**config.mk**
```make
export PLATFORM = sky130hd
export DESIGN_NAME = instr_fetch_unit
export DESIGN_NICKNAME = d
export VERILOG_FILES = /design/src/rtl/core_pkg.sv /design/src/rtl/fetch_fifo.sv /design/src/rtl/instr_fetch_unit.sv
export SDC_FILE = /design/constraint.sdc
export NUM_CORES = 1
export LEC_CHECK = 0
export CORE_MARGIN = 1
export CORE_UTILIZATION = 59
export DETAILED_ROUTE_END_ITERATION = 16
export DONT_BUFFER_PORTS = 1
export HOLD_SLACK_MARGIN = 0.06
export PLACE_DENSITY_LB_ADDON = 0.25
export SYNTH_ARGS = -nofsm -noshare
export SYNTH_HDL_FRONTEND = slang
export SYNTH_SLANG_ARGS = --single-unit
```
**constraint.sdc**
```tcl
create_clock -name clk_i -period 9.05 [get_ports clk_i]
set_clock_uncertainty 0.1 [all_clocks]
set_input_delay 0.4525 -clock clk_i [delete_from_list [all_inputs] [get_ports clk_i]]
set_output_delay 0.4525 -clock clk_i [all_outputs]
set_load 0.01 [all_outputs]
```
**src/rtl/core_pkg.sv**
```systemverilog
// -----------------------------------------------------------------------------
// core_pkg
// Definitions shared by the single-issue MIPS core front end and its Control
// decoder: the reset PC, the PC increment, the position of the opcode field,
// the opcode encodings, and the {pc, instr} entry held in the fetch queue.
// -----------------------------------------------------------------------------
package core_pkg;

    localparam logic [31:0] RESET_PC_DEFAULT = 32'h0000_0000;
    localparam logic [31:0] PC_STEP          = 32'd4;

    // Opcode field position inside an instruction word
    localparam int OP_MSB = 31;
    localparam int OP_LSB = 26;
    localparam int OP_W   = OP_MSB - OP_LSB + 1;

    typedef enum logic [OP_W-1:0] {
        OP_RTYPE = 6'b000000,
        OP_BEQ   = 6'b000100,
        OP_ORI   = 6'b001101,
        OP_LW    = 6'b100011,
        OP_SW    = 6'b101011
    } opcode_e;

    typedef struct packed {
        logic [31:0] pc;
        logic [31:0] instr;
    } fetch_entry_t;

    function automatic logic [OP_W-1:0] opcode_of(input logic [31:0] instr);
        return instr[OP_MSB:OP_LSB];
    endfunction

endpackage

```
**src/rtl/fetch_fifo.sv**
```systemverilog
// -----------------------------------------------------------------------------
// fetch_fifo
// In-order queue of fetched {pc, instr} entries between instruction memory and
// decode. Flush empties the queue and takes priority over push and pop.
//
// Ports:
//   clk        clock
//   rst_n      synchronous active-low reset (pointers and count only)
//   flush      discard all entries
//   push       write push_data at the tail
//   push_data  entry to write
//   pop        remove the head entry (ignored when empty)
//   head       head entry (undefined contents when empty)
//   count      number of valid entries
//   empty      count == 0
//   full       count == DEPTH
// -----------------------------------------------------------------------------
module fetch_fifo
    import core_pkg::*;
#(
    parameter  int unsigned DEPTH = 2,
    localparam int unsigned PTR_W = $clog2(DEPTH),
    localparam int unsigned CNT_W = $clog2(DEPTH + 1)
) (
    input  logic             clk,
    input  logic             rst_n,
    input  logic             flush,
    input  logic             push,
    input  fetch_entry_t     push_data,
    input  logic             pop,
    output fetch_entry_t     head,
    output logic [CNT_W-1:0] count,
    output logic             empty,
    output logic             full
);

    fetch_entry_t     mem [DEPTH];
    logic [PTR_W-1:0] wr_ptr;
    logic [PTR_W-1:0] rd_ptr;
    logic             do_push;
    logic             do_pop;

    assign empty   = (count == '0);
    assign full    = (count == CNT_W'(DEPTH));
    assign do_pop  = pop && !empty;
    // A pop frees the slot in the same cycle, so a full queue can still accept.
    assign do_push = push && (!full || do_pop);
    assign head    = mem[rd_ptr];

    // NOTE: storage has no reset; validity comes only from count, so resetting
    // the array would just add reset fan-out to every data flop.
    always_ff @(posedge clk) begin
        if (do_push && !flush) begin
            mem[wr_ptr] <= push_data;
        end
    end

    // NOTE: reset is synchronous, sampled only on the clock edge.
    always_ff @(posedge clk) begin
        if (!rst_n) begin
            wr_ptr <= '0;
            rd_ptr <= '0;
            count  <= '0;
        end else if (flush) begin
            wr_ptr <= '0;
            rd_ptr <= '0;
            count  <= '0;
        end else begin
            // DEPTH is a power of two, so the pointers wrap by overflow.
            if (do_push) wr_ptr <= wr_ptr + PTR_W'(1);
            if (do_pop)  rd_ptr <= rd_ptr + PTR_W'(1);
            count <= count + CNT_W'(do_push) - CNT_W'(do_pop);
        end
    end

endmodule

```
**src/rtl/instr_fetch_unit.sv**
```systemverilog
// -----------------------------------------------------------------------------
// instr_fetch_unit
// Front end of the single-issue MIPS core. Owns the PC, issues word fetches to
// instruction memory under a credit limit, buffers returned words in order and
// presents them to decode with a valid/ready handshake. A redirect from EX
// flushes the queue, reloads the PC and discards words still in flight.
//
// Ports:
//   clk_i, rst_i            clock, synchronous active-low reset
//   imem_req_o/addr_o       fetch request and word-aligned address (= pc)
//   imem_gnt_i              request accepted this cycle
//   imem_rvalid_i/rdata_i   in-order read response
//   redirect_i/redirect_pc_i  flush and new PC (low two bits ignored)
//   instr_valid_o           queue head valid
//   dec_ready_i             decode takes the head this cycle
//   instr_o, pc_o, op_o     head instruction, its PC, its opcode field
// -----------------------------------------------------------------------------
module instr_fetch_unit
    import core_pkg::*;
#(
    parameter  logic [31:0] RESET_PC = RESET_PC_DEFAULT,
    parameter  int unsigned DEPTH    = 2,
    localparam int unsigned CNT_W    = $clog2(DEPTH + 1)
) (
    input  logic            clk_i,
    input  logic            rst_i,
    output logic            imem_req_o,
    output logic [31:0]     imem_addr_o,
    input  logic            imem_gnt_i,
    input  logic            imem_rvalid_i,
    input  logic [31:0]     imem_rdata_i,
    input  logic            redirect_i,
    input  logic [31:0]     redirect_pc_i,
    output logic            instr_valid_o,
    input  logic            dec_ready_i,
    output logic [31:0]     instr_o,
    output logic [31:0]     pc_o,
    output logic [OP_W-1:0] op_o
);

    localparam logic [CNT_W:0] CREDITS = (CNT_W + 1)'(DEPTH);

    logic [31:0]      pc;
    logic [31:0]      resp_pc;
    logic [CNT_W-1:0] outstanding;
    logic [CNT_W-1:0] drop_cnt;
    logic [CNT_W-1:0] count;
    logic [CNT_W:0]   in_use;
    logic [31:0]      redirect_target;
    logic             grant;
    logic             accept;
    logic             pop;
    logic             empty;
    logic             full;
    fetch_entry_t     head;
    fetch_entry_t     push_data;
    logic             unused;

    assign redirect_target = {redirect_pc_i[31:2], 2'b00};

    // Queued words plus words in flight never exceed DEPTH, so every response
    // has a free slot and the queue cannot overflow. The request is also held
    // off while reset is asserted so nothing is issued before the PC is valid.
    assign in_use      = {1'b0, count} + {1'b0, outstanding};
    assign imem_req_o  = rst_i && !redirect_i && (in_use < CREDITS);
    assign imem_addr_o = pc;
    assign grant       = imem_req_o && imem_gnt_i;

    // Responses that belong to pre-redirect requests are dropped by drop_cnt;
    // a response arriving in the redirect cycle itself is dropped directly.
    assign accept    = imem_rvalid_i && !redirect_i && (drop_cnt == '0);
    assign push_data = '{pc: resp_pc, instr: imem_rdata_i};

    assign instr_valid_o = !empty;
    assign pop           = instr_valid_o && dec_ready_i && !redirect_i;

    // Outputs come from registered queue storage and are zeroed when the queue
    // is empty, so stale storage never shows on the decode interface.
    assign instr_o = empty ? '0 : head.instr;
    assign pc_o    = empty ? '0 : head.pc;
    assign op_o    = opcode_of(instr_o);

    assign unused = ^{full, redirect_pc_i[1:0]};

    fetch_fifo #(
        .DEPTH (DEPTH)
    ) u_fifo (
        .clk       (clk_i),
        .rst_n     (rst_i),
        .flush     (redirect_i),
        .push      (accept),
        .push_data (push_data),
        .pop       (pop),
        .head      (head),
        .count     (count),
        .empty     (empty),
        .full      (full)
    );

    always_ff @(posedge clk_i) begin
        if (!rst_i) begin
            pc          <= RESET_PC;
            resp_pc     <= RESET_PC;
            outstanding <= '0;
            drop_cnt    <= '0;
        end else begin
            outstanding <= outstanding + CNT_W'(grant) - CNT_W'(imem_rvalid_i);
            if (redirect_i) begin
                // Every request still in flight after this edge is stale.
                pc       <= redirect_target;
                resp_pc  <= redirect_target;
                drop_cnt <= outstanding - CNT_W'(imem_rvalid_i);
            end else begin
                if (grant) begin
                    pc <= pc + PC_STEP;
                end
                if (imem_rvalid_i) begin
                    if (drop_cnt != '0) begin
                        drop_cnt <= drop_cnt - CNT_W'(1);
                    end else begin
                        resp_pc <= resp_pc + PC_STEP;
                    end
                end
            end
        end
    end

endmodule

```
**After elaboration in Yosys (flattened, before gate mapping)**

Memory sizes are Yosys's and may differ from the RTL's. A register that Yosys moved wholly into a read port is not among the register bits.
Index checks and enable logic that the tools add are counted.

- Bits in writable memories: 128
- Memories: 1
- Input bits: 70
- Register bits after elaboration: 72
- Logic and storage cells: 64
- Output and inout port bits: 104

Memory list:

| memory | depth | bits a word | read ports | clocked after memory_dff | wr ports | RTL line | RTL |
|---|---|---|---|---|---|---|---|
| u_fifo.mem | 2 | 64 | 1 | 1 | 1 | fetch_fifo.sv:37 | `fetch_entry_t mem [DEPTH];` |

- Reductions and logical operators: 24
- Mux-type cells: 14
- Magnitude comparators: 1
- Add/subtract/negate cells: 11
- Equality and inequality tests: 2
- Bitwise operators: 2

Operators by type and width:

| cell | number |
|---|---|
| 2-to-1 mux 32 bit | 7 |
| adder 32 x 3 -> 32 bit (second input constant) | 2 |
| logical AND 1 bit | 10 |
| nonzero test 2 bit | 4 |
| 2-to-1 mux 2 bit | 3 |
| AND reduction 2 bit | 3 |
| subtractor 2 x 1 -> 2 bit | 3 |
| adder 2 x 1 -> 2 bit | 2 |
| zero test 2 bit | 2 |
| 2-to-1 mux 1 bit | 4 |
| adder 2 x 2 -> 3 bit | 1 |
| zero test 1 bit | 3 |
| less-than comparator 3 x 2 -> 1 bit (second input constant) | 1 |
| adder 1 bit (second input constant) | 2 |
| == test 2 bit (second input constant) | 1 |
| != test 2 bit (second input constant) | 1 |
| NOT 1 bit | 2 |
| OR reduction 2 bit | 1 |
| subtractor 2 x 1 -> 2 bit (second input constant) | 1 |
| logical OR 1 bit | 1 |

**Depth between registers and ports, before layout**

Gate-level depths: netlist of the first run.

- Depth after elaboration: 10
- Depth in mapped cells: 11
- Depth with buffers taken out: 11

**Cells and area by module**

From an unflattened synthesis of the first run, not the netlist that was laid out.

- Cells, all modules: 780
- Area total of the unflattened synthesis: 9,123.8 um^2

Modules (own cells, without submodules):

| module | times used | area each (um^2) | cells each | sequential area each (um^2) |
|---|---|---|---|---|
| fetch_fifo | 1 | 4,857.2 | 231 | 3,943.8 |
| instr_fetch_unit | 1 | 4,266.6 | 549 | 1,281.2 |

**Least setup slack after synthesis of the first run**

Ideal clock, no wire load.

- Path kind: register to register
- From: register drop_cnt[0]
- To: memory u_fifo.mem[0][0] in the netlist's numbering (enable)
- Library setup time: 0.490 ns
- Period minus slack after synthesis: 4.442 ns
- Stages on the path, launching flop included: 6
- Data required time: 8.460 ns
- Path buffers: 0
- Arrival: 3.852 ns
- Setup slack: 4.608 ns
- Cell sequence: dfxtp_1 > inv_1 > ha_1 > nand2_1 > a211oi_1 > nor2b_1

- Word-level cells in the longest chain between the ends: 6

RTL lines:

| element | RTL line | RTL |
|---|---|---|
| from (decl) | instr_fetch_unit.sv:46 | `logic [CNT_W-1:0] drop_cnt;` |
| from (signal assigned) | instr_fetch_unit.sv:112 | `drop_cnt <= outstanding - CNT_W'(imem_rvalid_i);` |
| from (signal assigned) | instr_fetch_unit.sv:119 | `drop_cnt <= drop_cnt - CNT_W'(1);` |
| zero test 2 bit | instr_fetch_unit.sv:71 | `assign accept = imem_rvalid_i && !redirect_i && (drop_cnt == '0);` |
| logical AND 1 bit | instr_fetch_unit.sv:71 |  |
| logical AND 1 bit | fetch_fifo.sv:47 | `assign do_push = push && (!full \|\| do_pop);` |
| logical AND 1 bit | fetch_fifo.sv:53 | `if (do_push && !flush) begin` |
| 2-to-1 mux 1 bit | fetch_fifo.sv:53 |  |
| 2-to-1 mux 1 bit (not written as such) | fetch_fifo.sv:54 | `mem[wr_ptr] <= push_data;` |
| to (decl) | fetch_fifo.sv:37 |  |

Every way passes these cells.

**Final worst setup path of the first run**

- From: register u_fifo.count[0]
- To: register pc[19], in the netlist imem_addr_o[19]

- Word-level cells in the longest chain between the ends: 5

RTL lines:

| element | RTL line | RTL |
|---|---|---|
| from (decl) | fetch_fifo.sv:32 | `output logic [CNT_W-1:0] count,` |
| from (signal assigned) | fetch_fifo.sv:72 | `count <= count + CNT_W'(do_push) - CNT_W'(do_pop);` |
| adder 2 x 2 -> 3 bit | instr_fetch_unit.sv:64 | `assign in_use = {1'b0, count} + {1'b0, outstanding};` |
| less-than comparator 3 x 2 -> 1 bit | instr_fetch_unit.sv:65 | `assign imem_req_o = rst_i && !redirect_i && (in_use < CREDITS);` |
| logical AND 1 bit | instr_fetch_unit.sv:65 |  |
| logical AND 1 bit | instr_fetch_unit.sv:67 | `assign grant = imem_req_o && imem_gnt_i;` |
| nonzero test 2 bit (no source line) | -- |  |
| to (signal assigned) | instr_fetch_unit.sv:110 | `pc <= redirect_target;` |
| to (signal assigned) | instr_fetch_unit.sv:115 | `pc <= pc + PC_STEP;` |
| to (decl) | instr_fetch_unit.sv:43 | `logic [31:0] pc;` |

Every way passes these cells.
A chain may end at the register's enable or synchronous reset.

==> flow_summary.json, run 1 <==
{
  "post_cts_buffers": 0,
  "grt_pass1_wl_um": 26600,
  "routed_wl_um": 16600,
  "drive_gt1_share_pct": 6.12,
  "ys_warn_count": 0,
  "placementRows": 42,
  "synth.distinct_cells": 40,
  "fin_hold_ws_ps": 76.0,
  "worst_path_max_delay_cell": "or4_4",
  "period_needed_ps": 3280,
  "post_cts_resized": 0,
  "clock_path_buffers": 2,
  "grt_pass1_vias": 5254,
  "track_usage_pct": 24.2,
  "drtPass1Iterations": 5,
  "grt_max_degree": 64,
  "overflow": 0,
  "antenna_found_initial": 1,
  "status": "completed",
  "cts_tree": "yes",
  "nets": 801,
  "die-area_um2": 14500,
  "synth_area_um2": 8250,
  "syn_inst": 702,
  "fin_crit_sh_pct": 36.2,
  "root_buffer": "clkbuf_16",
  "maxCapViolCount": 0,
  "io_buffers": 0,
  "cellLeakagePower_uw": 0.00305,
  "hold_violations": 0,
  "die_y_um": 120,
  "cp_slowest_stage_delay_ps": 600,
  "cp.required_ps": 9310,
  "synth-edff-count": 124,
  "layout.cells.non_filler": 912,
  "worstSetupEndpointType": "flop",
  "powerDensity_nw_per_um2": 201,
  "ys_seq_area_share_pct": 61.9,
  "worst-setup-path-type": "flop to flop",
  "final.setup.tns_ps": 0,
  "fmax_mhz": 305,
  "hold_buffers": 33,
  "start_util_pct": 61.3,
  "vdd_drop_max_v": 0.000113,
  "slew_headroom_pct": 29.4,
  "clk_pin_slew_ps": 70,
  "detailed_place_hpwl_um": 11000,
  "synth-xor-area-share_pct": 6.26,
  "ioPinCount": 174,
  "htreeDepth": 4,
  "hold_path.class": "input pin to flop",
  "wl_per_cell_um": 18.2,
  "worstPathArrival_ps": 3540,
  "crit_chain": "inv_1 -> nor2_1 -> fa_1 -> or3b_1 -> or4_4 -> or4_1 -> mux2_4 -> a21boi_2",
  "avgSynthCellArea_um2": 11.8,
  "ant_nets": 0,
  "placedCellCount": 846,
  "fillers": 974,
  "design_power_total_uw": 1850,
  "slew_violations": 0,
  "drtIter0Drc": 394,
  "path_max_fanout": 8,
  "drc": 0,
  "synth-seq-cells": 193,
  "synthToLayoutAreaGrowth_pct": 12.1,
  "synth.area.mux_share_pct": 8.07,
  "worst_pin_slew_ps": 1060,
  "route.vias.total": 5371,
  "clk_latency_ps": 420,
  "yosys.area_share.simple_pct": 12.8,
  "synth_fa_ha_area_share_pct": 1.46,
  "setup_viol": 0,
  "cp-start-kind": "flop",
  "core_area_um2": 13500,
  "cts.sink_count": 193,
  "place_congestion": 0.910,
  "synth-compound-area-share_pct": 6.58,
  "viasPerCell": 5.89,
  "synth-async-reset-ratio_pct": 0,
  "synth_top_family_by_area": "simple AND/OR/NAND/NOR gates",
  "die_w_um": 120,
  "rsz0062_at_grt": "false",
  "ys.flop_type": "edfxtp_1",
  "cts_buffers": 17
}
logic make-up after synthesis:
kind of cell    Yosys count
compound gates          100
xor+xnor                 59
fa+ha+maj                 9
buf+inv                  54
flops                   193
mux                      66
other cells               1
simple gates            220
where the power goes:
part / total [uW] / internal (uW) / switching [uW]
clock network: 701 / 388 / 313
registers: 1020 / 981 / 43.2
logic: 128 / 53.0 / 75.5
cell usage in the layout, fill, tap and decap left out, types with 2 or more instances in the layout:
cell / n
edfxtp_1: 124
nor2_1: 84
dfxtp_1: 68
mux2i_1: 65
a21oi_1: 51
xor2_1: 42
o21ai_0: 36
nand2_1: 35
dlygate4sd3_1: 33
nand4_1: 28
nand3_1: 27
xnor2_1: 17
clkbuf_16: 17
inv_1: 12
nor3_1: 12
and3_1: 9
ha_1: 8
and2_1: 6
buf_4: 6
nor4_1: 5
conb_1: 4
and4_1: 3
o211a_1: 3
clkinvlp_4: 3
clkinv_4: 3
clkinv_2: 3
nand2b_1: 2
o211ai_1: 2
a21boi_0: 2
a31oi_1: 2
clkbuf_1: 2
inv_6: 2
layer usage:
layer	routed length, um	track usage (%)	vias up	part of all wire, %
li1	-	-	2569	-
met1	7160	31.2	2537	43
met2	7680	37.6	230	46
met3	1380	6.79	35	8.3
met4	400	12.0	0	2.4
met5	0	0	-	0
flip-flops by register name (all words and copies together), names as in the netlist, named ones only:
signal         cells
outstanding        2
resp_pc           30
u_fifo.mem       124
u_fifo.rd_ptr      1
drop_cnt           2
u_fifo.count       2
u_fifo.wr_ptr      1
imem_addr_o       30
path summary, 6_finish.rpt:
kind | startpoint | end | slack (ps) | cells after the start
setup / recovery | u_fifo.count[0] | imem_addr_o[19] | 5770 | 8
hold / removal | redirect_i | imem_addr_o[19] | 80 | 2
setup reg to reg | u_fifo.count[0] | imem_addr_o[19] | 5770 | 8
hold reg to reg | resp_pc[31] | u_fifo.mem[0][63] | 410 | 0
cell usage after synthesis (5+ instances only):
cell type,number,area (um^2)
edfxtp_1,124,3720
nor2_1,85,319
dfxtp_1,69,1380
mux2i_1,65,651
a21oi_1,51,255
xor2_1,42,368
o21ai_0,36,180
nand2_1,35,131
nand4_1,28,175
nand3_1,27,135
clkbuf_1,25,93.8
xnor2_1,17,149
inv_1,13,48.8
nor3_1,12,60.1
buf_4,10,75.1
and3_1,9,56.3
ha_1,8,100
and2_1,7,43.8
buf_1,5,18.8
nor4_1,5,31.3
area by class of cell:
cell class / instances / area, um^2 / area share [%]
Inverter: 13 / 48.8 / 0.528
Timing Repair Buffer: 39 / 375 / 4.06
Clock inverter: 12 / 111 / 1.20
Multi-Input combinational cell: 458 / 2930 / 31.7
Tap cell: 176 / 220 / 2.38
Clock buffer: 20 / 447 / 4.83
Sequential cell: 193 / 5110 / 55.3
Antenna cell: 1 / 2.50 / 0.0271
stage by stage:
| stage | setup WS, ps | util [%] | instance area [um^2] |
|---|---|---|---|
| 4_1_cts | 5770 | 68.7 | 9240 |
| 5_1_grt | 5640 | 68.7 | 9240 |
| 3_5_place_dp | 5790 | 62.1 | 8350 |
| 2_1_floorplan | 4610 | - | 8260 |
| 3_3_place_gp | 5850 | 62.1 | 8350 |
| 6_report | 5770 | 68.7 | 9240 |
critical path: cells and delay by family (launching register included):
kind,cells,cell delay [ps]
simple gates,4,1710
fa+ha+maj,1,470
buf+inv,1,80
compound gates,1,130
mux,1,320
flops,1,400
Power figures use the tool's default switching activity.
==> inputs of run 2 (changes only) <==
- clock period: 9.05 -> 3.1 ns (I/O delays scaled with it)
==> flow_summary.json, run 2 (synthesis results as in run 1) <==
{
  "status": "completed",
  "pwr-share-comb_pct": 7.9,
  "core_area_um2": 13500,
  "clk_latency_ps": 430,
  "switching_power_uw": 1260,
  "period_needed_ps": 3010,
  "critPathTopFamily": "simple AND/OR/NAND/NOR gates",
  "final_common_cell": "edfxtp_1",
  "io_buffers": 0,
  "path_buf_inv": 0,
  "synthToLayoutAreaGrowth_pct": 18.5,
  "viasPerCell": 5.89,
  "worstPathArrival_ps": 3270,
  "ioPinCount": 174,
  "wl_per_cell_um": 18.7,
  "cp-start-kind": "flop",
  "timing.rr.end": "imem_addr_o[19]",
  "drc": 0,
  "routed_wl_um": 17900,
  "die_y_um": 120,
  "die_w_um": 120,
  "place_area_um2": 8450,
  "cp_slowest_stage_delay_ps": 550,
  "largest_reg_flops": 124,
  "hold_path.class": "input pin to flop",
  "drive_gt1_share_pct": 7.19,
  "place_congestion": 0.922,
  "grt_pass1_wl_um": 28300,
  "drtIter0Drc": 450,
  "drtPass1Iterations": 4,
  "placementRows": 42,
  "grt_pass1_vias": 5640,
  "nets": 845,
  "clock_path_buffers": 2,
  "min_from": "dec_ready_i",
  "cp.required_ps": 3360,
  "die-area_um2": 14500,
  "slew_violations": 0,
  "antenna_cells": 0,
  "multi_input_area_um2": 2940,
  "crit_chain": "fa_1 -> or3b_4 -> or4_4 -> or4_1 -> mux2_4 -> a21boi_2",
  "start_util_pct": 61.3,
  "track_usage_pct": 25.8,
  "clkPwrFrac_pct": 39.0,
  "swShare_pct": 22.3,
  "slew_headroom_pct": 48.9,
  "htreeDepth": 4,
  "timing.rr.start": "u_fifo.count[1]",
  "antenna_found_initial": 0,
  "cts_tree": "yes",
  "final_area_um2": 9780,
  "vdd_drop_max_v": 0.000351,
  "ant_nets": 0,
  "most-common-layout-cells": "edfxtp_1, nor2_1, dlygate4sd3_1, dfxtp_1, mux2i_1",
  "clk_pin_slew_ps": 70,
  "min_path_cells": 4,
  "worst_pin_slew_ps": 764,
  "grt_max_degree": 63,
  "fillers": 957,
  "path_max_fanout": 5,
  "ff_latch_area_um2": 5110,
  "min_to": "u_fifo.wr_ptr",
  "seqPwrFrac_pct": 53.0,
  "fin_hold_ws_ps": 79.2,
  "r2r_slack_ps": 90,
  "largest-register": "u_fifo.mem",
  "final.setup.tns_ps": 0,
  "worst-setup-path-type": "flop to flop",
  "overflow": 0,
  "p_int_uw": 4380,
  "cts_buffers": 17,
  "rsz0062_at_grt": "false",
  "maxCapViolCount": 0,
  "worstSetupEndpointType": "flop",
  "detailed_place_hpwl_um": 11600,
  "post_cts_buffers": 0,
  "cellLeakagePower_uw": 0.00329,
  "root_buffer": "clkbuf_16",
  "hold_violations": 0,
  "powerDensity_nw_per_um2": 576,
  "worst_path_max_delay_cell": "or4_4",
  "setup_viol": 0,
  "fmax_mhz": 333,
  "route.vias.total": 5625,
  "rr_worst_depth": 6,
  "fin_crit_sh_pct": 97.0,
  "cts.sink_count": 193
}
==> run 2: cell count changes in the layout (fill, tap and decap cells not counted), moves of 2 or more <==
cell,before,now
inv_6,2,0
clkinvlp_4,3,1
buf_12,0,4
buf_4,6,11
clkbuf_16,17,20
dlygate4sd3_1,33,68
clkbuf_8,1,3
==> run 2: metal layers <==
metal	global-route usage, %	up-vias	part of all wire (%)
met5	0	-	0
met4	11.4	0	2.3
met3	6.56	32	7.9
met2	41.8	255	48
met1	32.8	2682	42
li1	-	2656	-
==> run 2: stage by stage <==
| step | power [uW] | std cells | worst slack (ps) | utilization (%) |
|---|---|---|---|---|
| after floorplan | 3290 | 705 | -7.99 | - |
| after global placement | 3370 | 854 | 144 | 62.8 |
| after detailed placement | 3390 | 854 | 82.5 | 62.8 |
| after CTS | 5660 | 955 | 71.2 | 72.6 |
| after global routing | 5830 | 955 | 5.01 | 72.7 |
| final | 5630 | 955 | 94.3 | 72.7 |
==> run 2: worst max-delay path by stage <==
stage               cells after the start  slack, ps          endpoint       startpoint
floorplan                               5         -8  u_fifo.mem[1][0]      drop_cnt[0]
global placement                        8        140   imem_addr_o[19]   outstanding[0]
detailed placement                      8         80   imem_addr_o[19]   outstanding[0]
CTS                                     8         70   imem_addr_o[19]   outstanding[0]
global route                            8          5   imem_addr_o[19]  u_fifo.count[0]
finish                                  6         90   imem_addr_o[19]  u_fifo.count[1]
==> run 2: power by group through the flow <==
stage / registers [uW] / logic, uW / clock network, uW
after floorplan: 3010 / 283 / 0
after global placement: 3030 / 335 / 0
after detailed placement: 3040 / 349 / 0
after CTS: 2990 / 442 / 2230
after global routing: 3000 / 493 / 2330
final: 2990 / 448 / 2200
==> run 2: area by class of cell <==
class	instances	share of cell area, %
Clock buffer	26	5.66
Clock inverter	6	0.666
Inverter	13	0.499
Multi-Input combinational cell	458	30.0
Sequential cell	193	52.3
Tap cell	176	2.25
Timing Repair Buffer	83	8.63
==> run 2: timing repair <==
item                       CTS  global route
gates resized for setup      0             3
hold endpoints to repair   133             0
hold buffers                69             0
setup endpoints to repair    0             1
==> run 2: worst register-to-register path, cell delays in order, from the launching register on <==
cell	delay, ps
dfxtp_1	480
fa_1	510
or3b_4	420
or4_4	550
or4_1	440
mux2_4	320
a21boi_2	130
